==> config.mk <==
export PLATFORM = sky130hd
export DESIGN_NAME = alu_ctrl_seq
export DESIGN_NICKNAME = d
export VERILOG_FILES = /design/src/rtl/alu_ctrl_seq.sv
export SDC_FILE = /design/constraint.sdc
export NUM_CORES = 1
export LEC_CHECK = 0
export BUFFER_PORTS_ARGS = -buffer_cell sky130_fd_sc_hd__buf_4
export CORE_ASPECT_RATIO = 1.5
export CORE_MARGIN = 1
export CORE_UTILIZATION = 30
export CTS_CLUSTER_DIAMETER = 60
export CTS_CLUSTER_SIZE = 20
export DETAILED_ROUTE_END_ITERATION = 6
export GPL_ROUTABILITY_DRIVEN = 0
export SYNTH_ARGS = -nofsm -noshare
export SYNTH_HDL_FRONTEND = slang
export SYNTH_SLANG_ARGS = --single-unit
==> constraint.sdc <==
create_clock -name clk -period 1 [get_ports clk]
set_clock_uncertainty 0.15 [all_clocks]
set_input_delay 0.2 -clock clk [delete_from_list [all_inputs] [get_ports clk]]
set_output_delay 0.2 -clock clk [all_outputs]
set_load 0.02 [all_outputs]
==> src/rtl/alu_ctrl_seq.sv <==
// rtl/alu_ctrl_seq.sv - registered RV32I ALU control decoder with optional M-ext sequencing (macro ALUCTRL_MEXT_EN)
module alu_ctrl_seq #(
    parameter int SEL_W   = 5,
    parameter int MUL_LAT = 3,
    parameter int DIV_LAT = 33
) (
    input  logic             clk,
    input  logic             rst_n,
    input  logic             enable,
    input  logic             flush,
    input  logic             valid_in,
    input  logic [2:0]       aluop,
    input  logic [2:0]       funct3,
    input  logic [6:0]       funct7,
    output logic [SEL_W-1:0] aluselect,
    output logic             valid_out,
    output logic             illegal,
    output logic             md_start,
    output logic             stall
);

`ifdef ALUCTRL_MEXT_EN
    localparam int MIN_SEL_W = 5;
`else
    localparam int MIN_SEL_W = 4;
`endif

    // Reject parameter sets the encoding or the sequencer cannot represent
    generate
        if (SEL_W < MIN_SEL_W) begin : g_bad_sel_w
            $error("alu_ctrl_seq: SEL_W too small for the enabled operation set");
        end
        if (MUL_LAT < 1 || DIV_LAT < 1) begin : g_bad_lat
            $error("alu_ctrl_seq: MUL_LAT and DIV_LAT must be at least 1");
        end
    endgenerate

    localparam logic [SEL_W-1:0] OP_ADD  = SEL_W'(0);
    localparam logic [SEL_W-1:0] OP_AND  = SEL_W'(1);
    localparam logic [SEL_W-1:0] OP_OR   = SEL_W'(2);
    localparam logic [SEL_W-1:0] OP_SLL  = SEL_W'(3);
    localparam logic [SEL_W-1:0] OP_SLT  = SEL_W'(4);
    localparam logic [SEL_W-1:0] OP_SRL  = SEL_W'(5);
    localparam logic [SEL_W-1:0] OP_SUB  = SEL_W'(6);
    localparam logic [SEL_W-1:0] OP_XOR  = SEL_W'(7);
    localparam logic [SEL_W-1:0] OP_BEQ  = SEL_W'(8);
    localparam logic [SEL_W-1:0] OP_BNE  = SEL_W'(9);
    localparam logic [SEL_W-1:0] OP_BLT  = SEL_W'(10);
    localparam logic [SEL_W-1:0] OP_BGE  = SEL_W'(11);
    localparam logic [SEL_W-1:0] OP_SRA  = SEL_W'(12);
    localparam logic [SEL_W-1:0] OP_SLTU = SEL_W'(13);
    localparam logic [SEL_W-1:0] OP_BLTU = SEL_W'(14);
    localparam logic [SEL_W-1:0] OP_BGEU = SEL_W'(15);

    logic [SEL_W-1:0] dec_code;
    logic             dec_illegal;
    logic             dec_m;

    // Combinational decode of the format class and function fields
    always_comb begin
        dec_code    = OP_ADD;
        dec_illegal = 1'b0;
        dec_m       = 1'b0;
        case (aluop)
            3'b000: begin
                if (funct7 == 7'b0000000) begin
                    case (funct3)
                        3'b000:  dec_code = OP_ADD;
                        3'b001:  dec_code = OP_SLL;
                        3'b010:  dec_code = OP_SLT;
                        3'b011:  dec_code = OP_SLTU;
                        3'b100:  dec_code = OP_XOR;
                        3'b101:  dec_code = OP_SRL;
                        3'b110:  dec_code = OP_OR;
                        default: dec_code = OP_AND;
                    endcase
                end else if (funct7 == 7'b0100000) begin
                    if (funct3 == 3'b000)      dec_code = OP_SUB;
                    else if (funct3 == 3'b101) dec_code = OP_SRA;
                    else                       dec_illegal = 1'b1;
`ifdef ALUCTRL_MEXT_EN
                end else if (funct7 == 7'b0000001) begin
                    dec_code = SEL_W'({2'b10, funct3});
                    dec_m    = 1'b1;
`endif
                end else begin
                    dec_illegal = 1'b1;
                end
            end
            3'b001: begin
                case (funct3)
                    3'b000:  dec_code = OP_ADD;
                    3'b001: begin
                        if (funct7 == 7'b0000000) dec_code = OP_SLL;
                        else                      dec_illegal = 1'b1;
                    end
                    3'b010:  dec_code = OP_SLT;
                    3'b011:  dec_code = OP_SLTU;
                    3'b100:  dec_code = OP_XOR;
                    3'b101: begin
                        if (funct7 == 7'b0000000)      dec_code = OP_SRL;
                        else if (funct7 == 7'b0100000) dec_code = OP_SRA;
                        else                           dec_illegal = 1'b1;
                    end
                    3'b110:  dec_code = OP_OR;
                    default: dec_code = OP_AND;
                endcase
            end
            3'b100: begin
                case (funct3)
                    3'b000:  dec_code = OP_BEQ;
                    3'b001:  dec_code = OP_BNE;
                    3'b100:  dec_code = OP_BLT;
                    3'b101:  dec_code = OP_BGE;
                    3'b110:  dec_code = OP_BLTU;
                    3'b111:  dec_code = OP_BGEU;
                    default: dec_illegal = 1'b1;
                endcase
            end
            default: dec_code = OP_ADD;
        endcase
        // An illegal instruction still flows down the pipe, but as a harmless ADD
        if (dec_illegal) begin
            dec_code = OP_ADD;
            dec_m    = 1'b0;
        end
    end

`ifdef ALUCTRL_MEXT_EN
    localparam int MAX_LAT = (MUL_LAT > DIV_LAT) ? MUL_LAT : DIV_LAT;
    localparam int CNT_W   = $clog2(MAX_LAT + 1);

    typedef enum logic {IDLE, BUSY} state_t;

    state_t           state;
    logic [CNT_W-1:0] count;

    // Output registers plus the mul/div latency sequencer
    always_ff @(posedge clk or negedge rst_n) begin
        if (!rst_n) begin
            state     <= IDLE;
            count     <= '0;
            aluselect <= OP_ADD;
            valid_out <= 1'b0;
            illegal   <= 1'b0;
            md_start  <= 1'b0;
            stall     <= 1'b0;
        end else if (flush) begin
            state     <= IDLE;
            count     <= '0;
            aluselect <= OP_ADD;
            valid_out <= 1'b0;
            illegal   <= 1'b0;
            md_start  <= 1'b0;
            stall     <= 1'b0;
        end else if (state == BUSY) begin
            // The latency count runs freely; only the exit waits for the pipe to advance
            md_start <= 1'b0;
            if (count != '0) begin
                count <= count - 1'b1;
            end else if (enable) begin
                state <= IDLE;
                stall <= 1'b0;
            end
        end else if (enable) begin
            aluselect <= dec_code;
            valid_out <= valid_in;
            illegal   <= valid_in & dec_illegal;
            if (valid_in && dec_m) begin
                state    <= BUSY;
                md_start <= 1'b1;
                stall    <= 1'b1;
                count    <= funct3[2] ? CNT_W'(DIV_LAT - 1) : CNT_W'(MUL_LAT - 1);
            end
        end
    end
`else
    // Output registers; without the M extension there is nothing to sequence
    always_ff @(posedge clk or negedge rst_n) begin
        if (!rst_n) begin
            aluselect <= OP_ADD;
            valid_out <= 1'b0;
            illegal   <= 1'b0;
        end else if (flush) begin
            aluselect <= OP_ADD;
            valid_out <= 1'b0;
            illegal   <= 1'b0;
        end else if (enable) begin
            aluselect <= dec_code;
            valid_out <= valid_in;
            illegal   <= valid_in & dec_illegal;
        end
    end

    assign md_start = 1'b0;
    assign stall    = 1'b0;

    logic unused_dec_m;
    assign unused_dec_m = dec_m;
`endif

endmodule
Yosys cells after proc, flatten, opt, wreduce, memory -nomap -nowiden. Index checks and enable logic that the tools add are counted.

Eq/ne operators: 10. Muxes and demuxes: 28. Bitwise logic cells: 1. Reduce and logical (&&, ||, !) cells: 5.

Operators by type and width (number): 4-bit one-hot mux with 7 select lines (2); 4-bit one-hot mux with 6 select lines (1); 4-bit 2-to-1 mux (5); 5-bit 2-to-1 mux (4); 3-bit equality test (second input constant) (5); 5-bit one-hot mux with 3 select lines (1); 1-bit 2-to-1 mux (12); 7-bit by 6-bit equality test with 1-bit output (second input constant) (1); 7-bit logical NOT (1); 3-bit by 1-bit equality test with 1-bit output (second input constant) (2); 3-bit by 2-bit equality test with 1-bit output (second input constant) (2); 3-bit logical NOT (2); 6-bit OR reduction (1); 1-bit one-hot mux with 3 select lines (1); 2-bit 2-to-1 mux (1); 1-bit one-hot mux with 2 select lines (1); 2-bit nonzero test (1); 1-bit AND (1).

Logic and storage cells: 47. Input bits: 18. Output and inout bits: 9. Flip-flop bits (word level): 7.

Depth between registers and ports, before layout.
Depth after elaboration: 9. Depth in mapped cells: 6. Depth with buffers taken out: 5.

Worst setup path after synthesis. OpenSTA, ideal clock, no wires.

Path type: input -> register. Start: in funct7[1]. End: reg aluselect[0]. Path buffers: 0. Arrival time: 1.640 ns. Stages: 4. Required time: 0.784 ns. Library setup time: 0.066 ns. Setup slack: -0.855 ns. Cell sequence: or4_4 > or4b_4 > o32ai_1 > a22o_1.

Longest elaborated chain between the ends: 8. Elaborated cells on any way between the ends: 18. Classes of those cells: 1 x eq/ne; 16 x mux; 1 x reduce/logical.

Ends and longest elaborated chain: start: declaration (RTL line 14) `input logic [6:0] funct7,`; 7-bit by 6-bit equality test with 1-bit output (RTL line 77, 102); 1-bit 2-to-1 mux (RTL line 102) `else if (funct7 == 7'b0100000) dec_code = OP_SRA;`; 1-bit 2-to-1 mux (RTL line 101) `if (funct7 == 7'b0000000) dec_code = OP_SRL;`; 1-bit one-hot mux with 2 select lines (RTL line 91) `case (funct3)`; 1-bit one-hot mux with 3 select lines (RTL line 64) `case (aluop)`; 5-bit 2-to-1 mux (*) (RTL line 123) `if (dec_illegal) begin`; 5-bit 2-to-1 mux (*) (RTL line 188) `end else if (enable) begin`; 5-bit 2-to-1 mux (*) (RTL line 184) `end else if (flush) begin`; end signal: assignment (RTL line 189) `aluselect <= dec_code;`; end: declaration (RTL line 15) `output logic [SEL_W-1:0] aluselect,`.

Every way passes the cells marked *; elsewhere a longest branch is shown, timed or not. The select of a mux whose other input is x is not followed. A chain may end at the register's enable or synchronous reset.

Worst setup path in the final report.
Start: in funct7[1]. End: reg aluselect[1].

Same word-level chain as after synthesis.

==> metrics.md <==
| Metric | Value |
|---|---|
| Total CTS buffers | `3` |
| Largest net degree at the start of global routing | `9` |
| Drt pass-1 iters | `4` |
| Max stage delay cell, worst path | `or4b_4` |
| GRT Total Usage | `a little under a fifth` |
| Min setup slack post-route | `-752 ps` |
| R2r setup slk | `-240 ps` |
| Crit Path Max Fanout | `4` |
| First-pass GRT wire length | `roughly 3.1 mm` |
| Post-route cell area | `~1100 sq um` |
| Nets | `around 150` |
| Sink Count | `6` |
| Final min period | `~1800 ps` |
| Worst r2r src | `aluselect[2]` |
| Predominant post-synthesis flop cell | `dfrtp_1` |
| Avg WL per Cell | `~13 um` |
| Post-DR vias/cell | `approximately 5.2` |
| TritonCTS clock tree | `done` |
| Area share of the leading cell type in the synthesized netlist | `24.6%` |
| Final Hold Fails | `0` |
| H-tree depth | `1` |
| CP endpoint | `aluselect[1]` |
| Top post-synthesis cells by count | `nor2_1 (11), dfrtp_1 (6), nand2_1 (5)` |
| CP startpoint kind | `input pin` |
| Reg-to-Reg End | `aluselect[2]` |
| Max VDD drop | `about 0.28 mV` |
| Number of synthesized flops with an enable pin | `0` |
| Clock root buffer master | `clkbuf_4` |
| Remaining global-route overflow | `0` |
| WP data required | `a little over 1000 ps` |
| DRC | `0` |
| Die width | `38.8 um` |
| CP max stage delay | `540 ps` |
| Area contributors post-synth | `dfrtp_1 (25%), nor2_1 (6.8%), a22o_1 (4.3%), nor2b_1 (4.1%), a22oi_1 (3.7%)` |
| Post-Route Utilization | `59.6%` |
| Critical path buffer and inverter count | `1` |
| CP startpoint | `funct7[1]` |
| Die Footprint | `around 2200 sq um` |
| Vias | `slightly below 800` |
| Cell variety after synth | `40` |
| Initial antenna violation count | `0` |
| Critical path type | `in -> reg` |
| Worst-skew pair later-pin latency | `240 ps` |
| Sequential area share after synthesis | `between 20% and 30%` |
| FFs w/ async S/R, synth | `100%` |
| Syn Std Cell Area | `roughly 610 sq um` |
| Reg2reg path depth | `4` |
| Die height | `57.2 um` |
| Hpwl dp | `approximately 1.6 mm` |
| Placed inst area | `991 sq um` |
| CP cell instances | `buf_6, or4_4, or4b_4, nor4_4, a311oi_2, o21ai_2` |
| Outcome | `complete, but fails checks` |
| Yosys reg bits | `6` |
| Syn Area/Cell | `just over 8 sq um` |
| Most frequent cell after synthesis | `nor2_1` |
| Final worst path period share | `175%` |
| Pins Over Slew Limit | `0` |
| Worst setup EP type | `register` |
| WP data arrival | `~1800 ps` |
| Cells after synthesis | `75` |
| CORE AREA | `1880 sq um` |
| Final setup violating endpoints | `11` |
| Power per standard cell area | `between 700 and 800 nW/um^2` |
| Starting DRT DRC Count | `7` |
| Starting Density | `32.4%` |
| Final ANT Viol Nets | `0` |
| Std cell rows | `19` |
| Worst hold slack | `51.5 ps` |
| Clock Path Buffers | `2` |
| Ant. Diodes | `0` |
| I/O Buffers | `23` |
| Clock slew at reported path FFs | `50 ps` |
| Leak | `between 0.5 and 0.6 nW` |
| Max-cap violations | `0` |
| Share of cells above drive strength 1 | `a little over half` |
| Vias in the first global route | `790` |
| CP delay by family, top | `simple AND/OR/NAND/NOR gates` |
| Critical path depth | `6` |
| Area delta synth->final | `83.8%` |
| Max frequency | `between 500 and 600 MHz` |
| Synth area leader | `dfrtp_1` |
| HP Class | `in -> reg` |
| Fill cell count | `approximately 180` |
| RSZ-0062 raised after global routing | `yes` |
| DRT Wirelength | `approximately 2.0 mm` |
| Failing checks | `setup timing` |
| Yosys warning total | `0` |
| I/O pin count | `27` |
| Hold_sp | `valid_in` |
| Post-Place Setup Slack | `-1040 ps` |
routing by layer:
| metal | GRT usage (%) | vias to the layer above | wire length (um) |
|---|---|---|---|
| met4 | 9.85 | 0 | 23 |
| met3 | 2.72 | 6 | 70 |
| met2 | 36.9 | 22 | 1170 |
| met5 | 0 | - | 0 |
| met1 | 17.7 | 374 | 694 |
| li1 | - | 392 | - |
sequential cells by signal, summed over array words and instances, names as in the netlist:
register	count
aluselect	4
illegal	1
valid_out	1
report_power, final:
group          leakage [nW]  total (W)  internal, W  switching [W]
clock network        0.0138   0.000228     0.000136      0.0000924
logic                 0.442   0.000319     0.000177       0.000142
registers            0.0829   0.000251     0.000248     0.00000337
cells by family (layout without fill, tap and decap cells):
family,count (synthesis),in the layout,synth area share [%]
flops,6,6,24.6
other cells,1,3,0.615
compound gates,22,22,28.5
simple gates,35,35,34.3
xor+xnor,1,1,1.44
mux,2,2,3.49
buf+inv,8,62,6.98
cell type report:
| class | count | area, sq um | share of cell area (%) |
|---|---|---|---|
| tap | 21 | 26.3 | 2.35 |
| inverter | 2 | 7.51 | 0.670 |
| sequential | 6 | 150 | 13.4 |
| timing repair buffer | 57 | 460 | 41.1 |
| clock buffer | 3 | 22.5 | 2.01 |
| multi-input combinational | 63 | 453 | 40.4 |
worst reg2reg max path, stage by stage (launching register included):
cell	delay [ps]
dfrtp_1	380
nand2_1	100
a21boi_0	240
o41ai_2	120
a2bb2oi_2	140
placed cells by master (no fill, tap or decap), drive strengths merged, types with 2 or more instances in the layout:
master / count
conb: 3
nand2: 5
clkbuf: 3
or4b: 2
a22oi: 3
o32ai: 2
inv: 2
nor2b: 4
nor2: 11
dfrtp: 6
nand2b: 3
a22o: 3
o21ai: 5
buf: 56
per-stage QoR:
| step | total power [W] | std cells | setup TNS, ps |
|---|---|---|---|
| 4_1_cts | 0.000799 | 151 | -4190 |
| 3_5_place_dp | 0.000552 | 143 | -4840 |
| 5_1_grt | 0.000840 | 152 | -4610 |
| 2_1_floorplan | 0.000373 | 77 | -3670 |
| 3_3_place_gp | 0.000547 | 143 | -4730 |
| 6_report | 0.000799 | 152 | -4170 |
worst min path at each step:
stage | end | depth (start not counted)
after floorplan | aluselect[0] | 0
after global placement | illegal | 1
after detailed placement | valid_out | 1
after CTS | illegal | 3
after global routing | illegal | 3
final | illegal | 3
repair_timing:
item                                    CTS  global route
hold buffers                              1             0
setup buffers                             4             1
resized for setup                        10             2
pin swaps                                 2             0
hold endpoints to repair                  6             0
endpoints found under the setup margin   11            11
(Power assumes the default switching activity.)
